File: src/rtl/uart_mon_capture.sv
// uart_mon_capture: S1D13700 host-bus monitor that timestamps accesses and queues 18-bit records for a UART.
// Define UART_MON_RD_EN to also capture read strobes (type 2'b10); otherwise lcd_rd_x is ignored.
module uart_mon_capture #(
    parameter int FIFO_AW = 4,
    parameter int TS_DIV  = 48
) (
    input  logic        clk,
    input  logic        rst_x,
    input  logic        mon_en,
    input  logic        lcd_cs_x,
    input  logic        lcd_wr_x,
    input  logic        lcd_rd_x,
    input  logic        lcd_a0,
    input  logic [7:0]  lcd_d,
    output logic        uart_req,
    input  logic        uart_ack,
    output logic [17:0] uart_dat,
    output logic        mon_ovf
);
    localparam int          DEPTH   = 2 ** FIFO_AW;
    localparam logic [15:0] TS_LAST = 16'(TS_DIV - 1);

    // strobe chain bits: [1] cs_x, [0] wr_x; bus chain bits: [8] a0, [7:0] d
    logic [1:0]         strb_s1_q, strb_s1_d, strb_s2_q, strb_s2_d, strb_p_q, strb_p_d;
    logic [8:0]         bus_s1_q, bus_s1_d, bus_s2_q, bus_s2_d, bus_p_q, bus_p_d;
    logic [15:0]        presc_q, presc_d;
    logic [7:0]         delta_q, delta_d;
    logic [7:0]         lost_q, lost_d;
    logic               mon_ovf_q, mon_ovf_d;
    logic               uart_req_q, uart_req_d;
    logic [17:0]        uart_dat_q, uart_dat_d;
    logic [FIFO_AW-1:0] wr_ptr_q, wr_ptr_d, rd_ptr_q, rd_ptr_d;
    logic [FIFO_AW:0]   count_q, count_d;
    logic [17:0]        mem_q [DEPTH];

    logic        tick, wr_ev, rd_ev, ev, full, pop, can_wr, push;
    logic [1:0]  ev_type;
    logic [7:0]  lost_inc;
    logic [17:0] push_dat;

`ifdef UART_MON_RD_EN
    logic rd_s1_q, rd_s1_d, rd_s2_q, rd_s2_d, rd_p_q, rd_p_d;
    assign rd_ev = mon_en && rd_s2_q && !rd_p_q && !strb_p_q[1];
`else
    logic unused_rd;
    assign unused_rd = lcd_rd_x;
    assign rd_ev     = 1'b0;
`endif

    assign wr_ev   = mon_en && strb_s2_q[0] && !strb_p_q[0] && !strb_p_q[1];
    assign ev      = wr_ev || rd_ev;
    assign ev_type = wr_ev ? {1'b0, bus_p_q[8]} : 2'b10;
    assign full    = (count_q == (FIFO_AW + 1)'(DEPTH));

    always_comb begin
        strb_s1_d = {lcd_cs_x, lcd_wr_x};
        strb_s2_d = strb_s1_q;
        strb_p_d  = strb_s2_q;
        bus_s1_d  = {lcd_a0, lcd_d};
        bus_s2_d  = bus_s1_q;
        bus_p_d   = bus_s2_q;
`ifdef UART_MON_RD_EN
        rd_s1_d   = lcd_rd_x;
        rd_s2_d   = rd_s1_q;
        rd_p_d    = rd_s2_q;
`endif
    end

    always_comb begin
        tick    = (presc_q == TS_LAST);
        presc_d = tick ? '0 : presc_q + 16'd1;
        delta_d = delta_q;
        if (ev)
            delta_d = '0;
        else if (tick && delta_q != 8'hFF)
            delta_d = delta_q + 8'd1;

        // a pop frees a slot in the same cycle, so a full FIFO can still accept
        pop       = !uart_req_q && (count_q != '0);
        can_wr    = !full || pop;
        lost_inc  = (lost_q == 8'hFF) ? lost_q : lost_q + 8'd1;
        push      = 1'b0;
        push_dat  = {ev_type, delta_q, bus_p_q[7:0]};
        lost_d    = lost_q;
        mon_ovf_d = mon_ovf_q;
        if (!mon_en) begin
            lost_d    = '0;
            mon_ovf_d = 1'b0;
        end else if (lost_q != '0 && can_wr) begin
            push     = 1'b1;
            push_dat = {2'b11, 8'h00, ev ? lost_inc : lost_q};
            lost_d   = '0;
        end else if (ev && can_wr) begin
            push = 1'b1;
        end else if (ev) begin
            lost_d    = lost_inc;
            mon_ovf_d = 1'b1;
        end

        uart_req_d = uart_req_q;
        uart_dat_d = uart_dat_q;
        if (uart_req_q && uart_ack) begin
            uart_req_d = 1'b0;
        end else if (pop) begin
            uart_req_d = 1'b1;
            uart_dat_d = mem_q[rd_ptr_q];
        end

        rd_ptr_d = pop  ? rd_ptr_q + FIFO_AW'(1) : rd_ptr_q;
        wr_ptr_d = push ? wr_ptr_q + FIFO_AW'(1) : wr_ptr_q;
        case ({push, pop})
            2'b10:   count_d = count_q + (FIFO_AW + 1)'(1);
            2'b01:   count_d = count_q - (FIFO_AW + 1)'(1);
            default: count_d = count_q;
        endcase
    end

    always_ff @(posedge clk or negedge rst_x) begin
        if (!rst_x) begin
            strb_s1_q  <= '1;
            strb_s2_q  <= '1;
            strb_p_q   <= '1;
            bus_s1_q   <= '0;
            bus_s2_q   <= '0;
            bus_p_q    <= '0;
            presc_q    <= '0;
            delta_q    <= '0;
            lost_q     <= '0;
            mon_ovf_q  <= 1'b0;
            uart_req_q <= 1'b0;
            uart_dat_q <= '0;
            wr_ptr_q   <= '0;
            rd_ptr_q   <= '0;
            count_q    <= '0;
`ifdef UART_MON_RD_EN
            rd_s1_q    <= 1'b1;
            rd_s2_q    <= 1'b1;
            rd_p_q     <= 1'b1;
`endif
        end else begin
            strb_s1_q  <= strb_s1_d;
            strb_s2_q  <= strb_s2_d;
            strb_p_q   <= strb_p_d;
            bus_s1_q   <= bus_s1_d;
            bus_s2_q   <= bus_s2_d;
            bus_p_q    <= bus_p_d;
            presc_q    <= presc_d;
            delta_q    <= delta_d;
            lost_q     <= lost_d;
            mon_ovf_q  <= mon_ovf_d;
            uart_req_q <= uart_req_d;
            uart_dat_q <= uart_dat_d;
            wr_ptr_q   <= wr_ptr_d;
            rd_ptr_q   <= rd_ptr_d;
            count_q    <= count_d;
`ifdef UART_MON_RD_EN
            rd_s1_q    <= rd_s1_d;
            rd_s2_q    <= rd_s2_d;
            rd_p_q     <= rd_p_d;
`endif
        end
    end

    always_ff @(posedge clk) begin
        if (push)
            mem_q[wr_ptr_q] <= push_dat;
    end

    assign uart_req = uart_req_q;
    assign uart_dat = uart_dat_q;
    assign mon_ovf  = mon_ovf_q;
endmodule
File: config.mk
export PLATFORM = sky130hd
export DESIGN_NAME = uart_mon_capture
export DESIGN_NICKNAME = d
export VERILOG_FILES = /design/src/rtl/uart_mon_capture.sv
export SDC_FILE = /design/constraint.sdc
export NUM_CORES = 1
export LEC_CHECK = 0
export CAP_MARGIN = 20
export CELL_PAD_IN_SITES_DETAIL_PLACEMENT = 1
export CELL_PAD_IN_SITES_GLOBAL_PLACEMENT = 1
export CORE_MARGIN = 4
export CORE_UTILIZATION = 38
export CTS_CLUSTER_SIZE = 16
export DETAILED_ROUTE_END_ITERATION = 7
export GPL_TIMING_DRIVEN = 1
export HOLD_SLACK_MARGIN = 0.1
export PLACE_DENSITY = 0.64
export SLEW_MARGIN = 20
export SYNTH_ARGS = -nofsm -noshare
export SYNTH_HDL_FRONTEND = slang
export SYNTH_SLANG_ARGS = --single-unit
File: constraint.sdc
create_clock -name clk -period 8.2 [get_ports clk]
set_input_delay 1.23 -clock clk [delete_from_list [all_inputs] [get_ports clk]]
set_output_delay 1.23 -clock clk [all_outputs]
set_load 0.05 [all_outputs]
==> out/qor.txt <==
run status -> completed
static leakage -> 5.92 nW
IO Pins -> 36
post-layout min period -> 3780 ps
fillcell total -> 3672
EDFF count, synth -> 288
critical register-to-register path endpoint -> count_q[4]$_DFFE_PN0P_
Final Wtd Congestion -> 0.748
DPL Wire Length -> 19000 um
sequential element share of the synthesized area -> 74.3%
Resized cells post-CTS -> 0
accumulated negative setup slack -> 0 ps
Yosys top cell area share -> 57.9%
total setup violations reported at the end of the flow -> 0
via-per-instance ratio -> 5.29
count of pins over their slew limit -> 0
chain of cells forming the critical path -> clkdlybuf4s50_1 -> nor4bb_4 -> buf_4 -> o211a_1 -> inv_1 -> ha_1 -> xor2_1 -> ha_1 -> a21oi_1 -> nor2_1 -> o21ai_0 -> a21oi_1 -> xnor2_1
dominant cells by area after synthesis -> edfxtp_1 (58%), dfrtp_1 (15%), mux4_2 (11%), mux2_2 (1.6%), o22ai_1 (1.5%)
number of buffers created by CTS -> 40
Mapped Avg Cell Area -> 18.4 um^2
arrival time reported for the critical path endpoint -> 4190 ps
cell area after technology mapping -> 14900 um^2
Die Y-Extent -> 206 um
post-route DRC violation count -> 0
most used standard cell by instance count after synthesis -> edfxtp_1
data required time at the worst endpoint -> 8610 ps
number of global-route vias before repair -> 8139
number of nets in the finished design -> 903
count of final hold-check violations -> 0
Total Routed Length -> 31500 um
count of yosys warnings during synthesis -> 0
vias after detailed routing -> 7537
r2r worst-path depth -> 12
Worst Max-Slew Pin Slew -> 937 ps
largest net degree at the start of global routing -> 61
number of cells in the finished layout apart from fillers -> 1425
category of the worst setup path capture point -> register
slowest cell on the critical path -> clkdlybuf4s50_1
crit-path max cell delay -> 590 ps
post-synth top area cell -> edfxtp_1
first-pass GRT wire length -> 49300 um
worst slew margin relative to its limit -> 37.5%
ratio of cells with drive above 1 in the final layout -> 23.2%
final worst path period share -> 46.1%
TritonCTS clock tree -> built
antenna violations before repair -> 0
Root Driver -> clkbuf_16
Cells on Worst Hold Path -> 0
maximum VDD drop -> 188 uV
startpoint of the most critical register-to-register path -> strb_p_d[0]$_DFF_PN1_
Hold EP -> bus_p_d[2]$_DFF_PN0_
register bit total from synthesis -> 386
clock-pin slew on the worst setup and hold paths -> 60 ps
source-to-sink clock delay at the later pin of the worst-skew pair -> 540 ps
buffer levels on the longest clock path -> 3
Worst setup SP type -> input port
net count after synthesis -> 839
setup repair bufs after CTS -> 0
Initial DRT Pass Iterations -> 5
worst-path fanout max -> 19
most used flip-flop cell after synthesis -> edfxtp_1
RSZ-0062 raised after global routing -> no
core region area -> 38700 um^2
peak clock frequency supported by timing -> 264 MHz
count of input and output buffers -> 34
kind of critical path -> input port to register
GRT Residual Overflow -> 0
hold buffer count at cts -> 0
Starting Density -> 38.6%
worst-case register-to-register setup slack -> 5120 ps
final routed wire length divided by cell count -> 22.1 um
Num Clock Sinks -> 386
DRT iter0 DRCs -> 476
Tot Pwr -> 5.60 mW
die outline area -> 42600 um^2
commonest cells in the netlist -> edfxtp_1 (288), dfrtp_1 (92), mux4_2 (72)
antenna viol nets, final -> 0
Pwr per Cell Area -> 323 nW/um^2
overall global routing resource usage -> 15.2%
num rows -> 72
count of unique library cells instantiated by Yosys -> 44
count of H-tree levels built during CTS -> 2
die span in x -> 206 um
async set or reset register ratio after synthesis -> 25.4%
Diodes inserted -> 0
startpoint of the most critical hold path -> bus_s1_q[2]$_DFF_PN0_
reported max-cap violation count -> 0
Mapped Cells -> 811
Max Clock Skew -> 24.5 ps
class of the tightest hold or removal check -> register to register
Synth-to-Final Area Change -> 15.9%
placed cells -> 1351
==> metrics by stage <==
step / util [%] / worst slack [ps] / cell area, um^2 / hold slack, ps
2_1_floorplan: - / 4480 / 14900 / 331
3_3_place_gp: 41.3 / 3860 / 16000 / 334
3_5_place_dp: 41.3 / 3800 / 16000 / 336
4_1_cts: 44.7 / 4320 / 17300 / 350
5_1_grt: 44.7 / 4180 / 17300 / 349
6_report: 44.7 / 4420 / 17300 / 346
==> flip-flops by register name (all words and copies together) (netlist names), 5 cells and up <==
| name | cells |
|---|---|
| mem_q | 288 |
| count_q | 5 |
| uart_dat | 18 |
| lost_q | 8 |
| bus_s1_q | 9 |
| delta_q | 8 |
| presc_q | 16 |
| bus_p_d | 9 |
| bus_p_q | 9 |
==> cells in the final DEF, fill, tap and decap left out, types with 6 or more instances in the layout <==
cell type / synthesis / final
edfxtp_1: 288 / 288
dfrtp_1: 92 / 90
mux4_2: 72 / 72
clkbuf_16: 0 / 41
o22ai_1: 36 / 36
clkdlybuf4s50_1: 0 / 33
nand2_1: 32 / 32
buf_4: 1 / 27
nor2_1: 38 / 26
a21oi_1: 24 / 24
mux2_2: 21 / 21
xnor2_1: 20 / 20
o21ai_0: 17 / 17
nand3_1: 15 / 15
xor2_1: 15 / 15
nand4_1: 13 / 13
clkbuf_1: 14 / 13
ha_1: 12 / 12
inv_1: 11 / 11
and2_1: 9 / 9
clkinv_2: 0 / 9
nor2_2: 0 / 8
dfstp_2: 6 / 6
==> how the worst max path moves through the flow <==
| stage | start | end | slack, ps | cells after the start |
|---|---|---|---|---|
| after detailed placement | mon_en | mem_q[7][14]$_DFFE_PP_ | 3800 | 6 |
| after CTS | mon_en | mem_q[7][13]$_DFFE_PP_ | 4320 | 6 |
| final | mon_en | count_q[4]$_DFFE_PN0P_ | 4420 | 13 |
| after global placement | mon_en | mem_q[7][14]$_DFFE_PP_ | 3860 | 6 |
| after floorplan | mon_en | mem_q[3][0]$_DFFE_PP_ | 4480 | 6 |
| after global routing | mon_en | count_q[4]$_DFFE_PN0P_ | 4180 | 13 |
==> metal layers <==
layer	track usage [%]	vias up	wire, um
met3	2.42	47	1240
met5	0	-	0
met4	3.80	0	591
li1	-	3319	-
met2	25.3	137	15600
met1	21.2	4034	14000
==> worst max-delay path: cells and delay by family <==
| kind | cells | cell delay, ps |
|---|---|---|
| AO/OA/AOI/OAI | 4 | 810 |
| AND/OR/NAND/NOR | 2 | 290 |
| XOR/XNOR | 2 | 310 |
| adder cells (fa/ha/maj) | 2 | 540 |
| buffers and inverters | 3 | 1000 |
==> kinds of logic after synthesis <==
logic type | after synthesis | share of synthesized area (%)
AOI/OAI and AO/OA | 87 | 3.38
xor gates and xnor gates | 35 | 2.05
adders and majority gates | 12 | 1.00
buffers and inverters | 49 | 1.61
DFF | 386 | 74.3
muxes | 98 | 12.8
and+or+nand+nor | 144 | 4.89
==> report_power, final <==
group	leakage, nW	total (mW)	internal [mW]	switching [mW]
Combinational	1.48	1.41	0.640	0.767
Sequential	3.80	2.41	2.23	0.177
Clock	0.645	1.79	1.06	0.726
==> final cells by class <==
type | count | area [um^2] | share of cell area, %
Sequential cell | 386 | 11100 | 64.1
Multi-Input combinational cell | 376 | 3690 | 21.3
Clock buffer | 59 | 1140 | 6.60
Tap cell | 518 | 648 | 3.74
Timing Repair Buffer | 60 | 533 | 3.08
Clock inverter | 15 | 156 | 0.903
Inverter | 11 | 41.3 | 0.238
(Power assumes the default switching activity.)
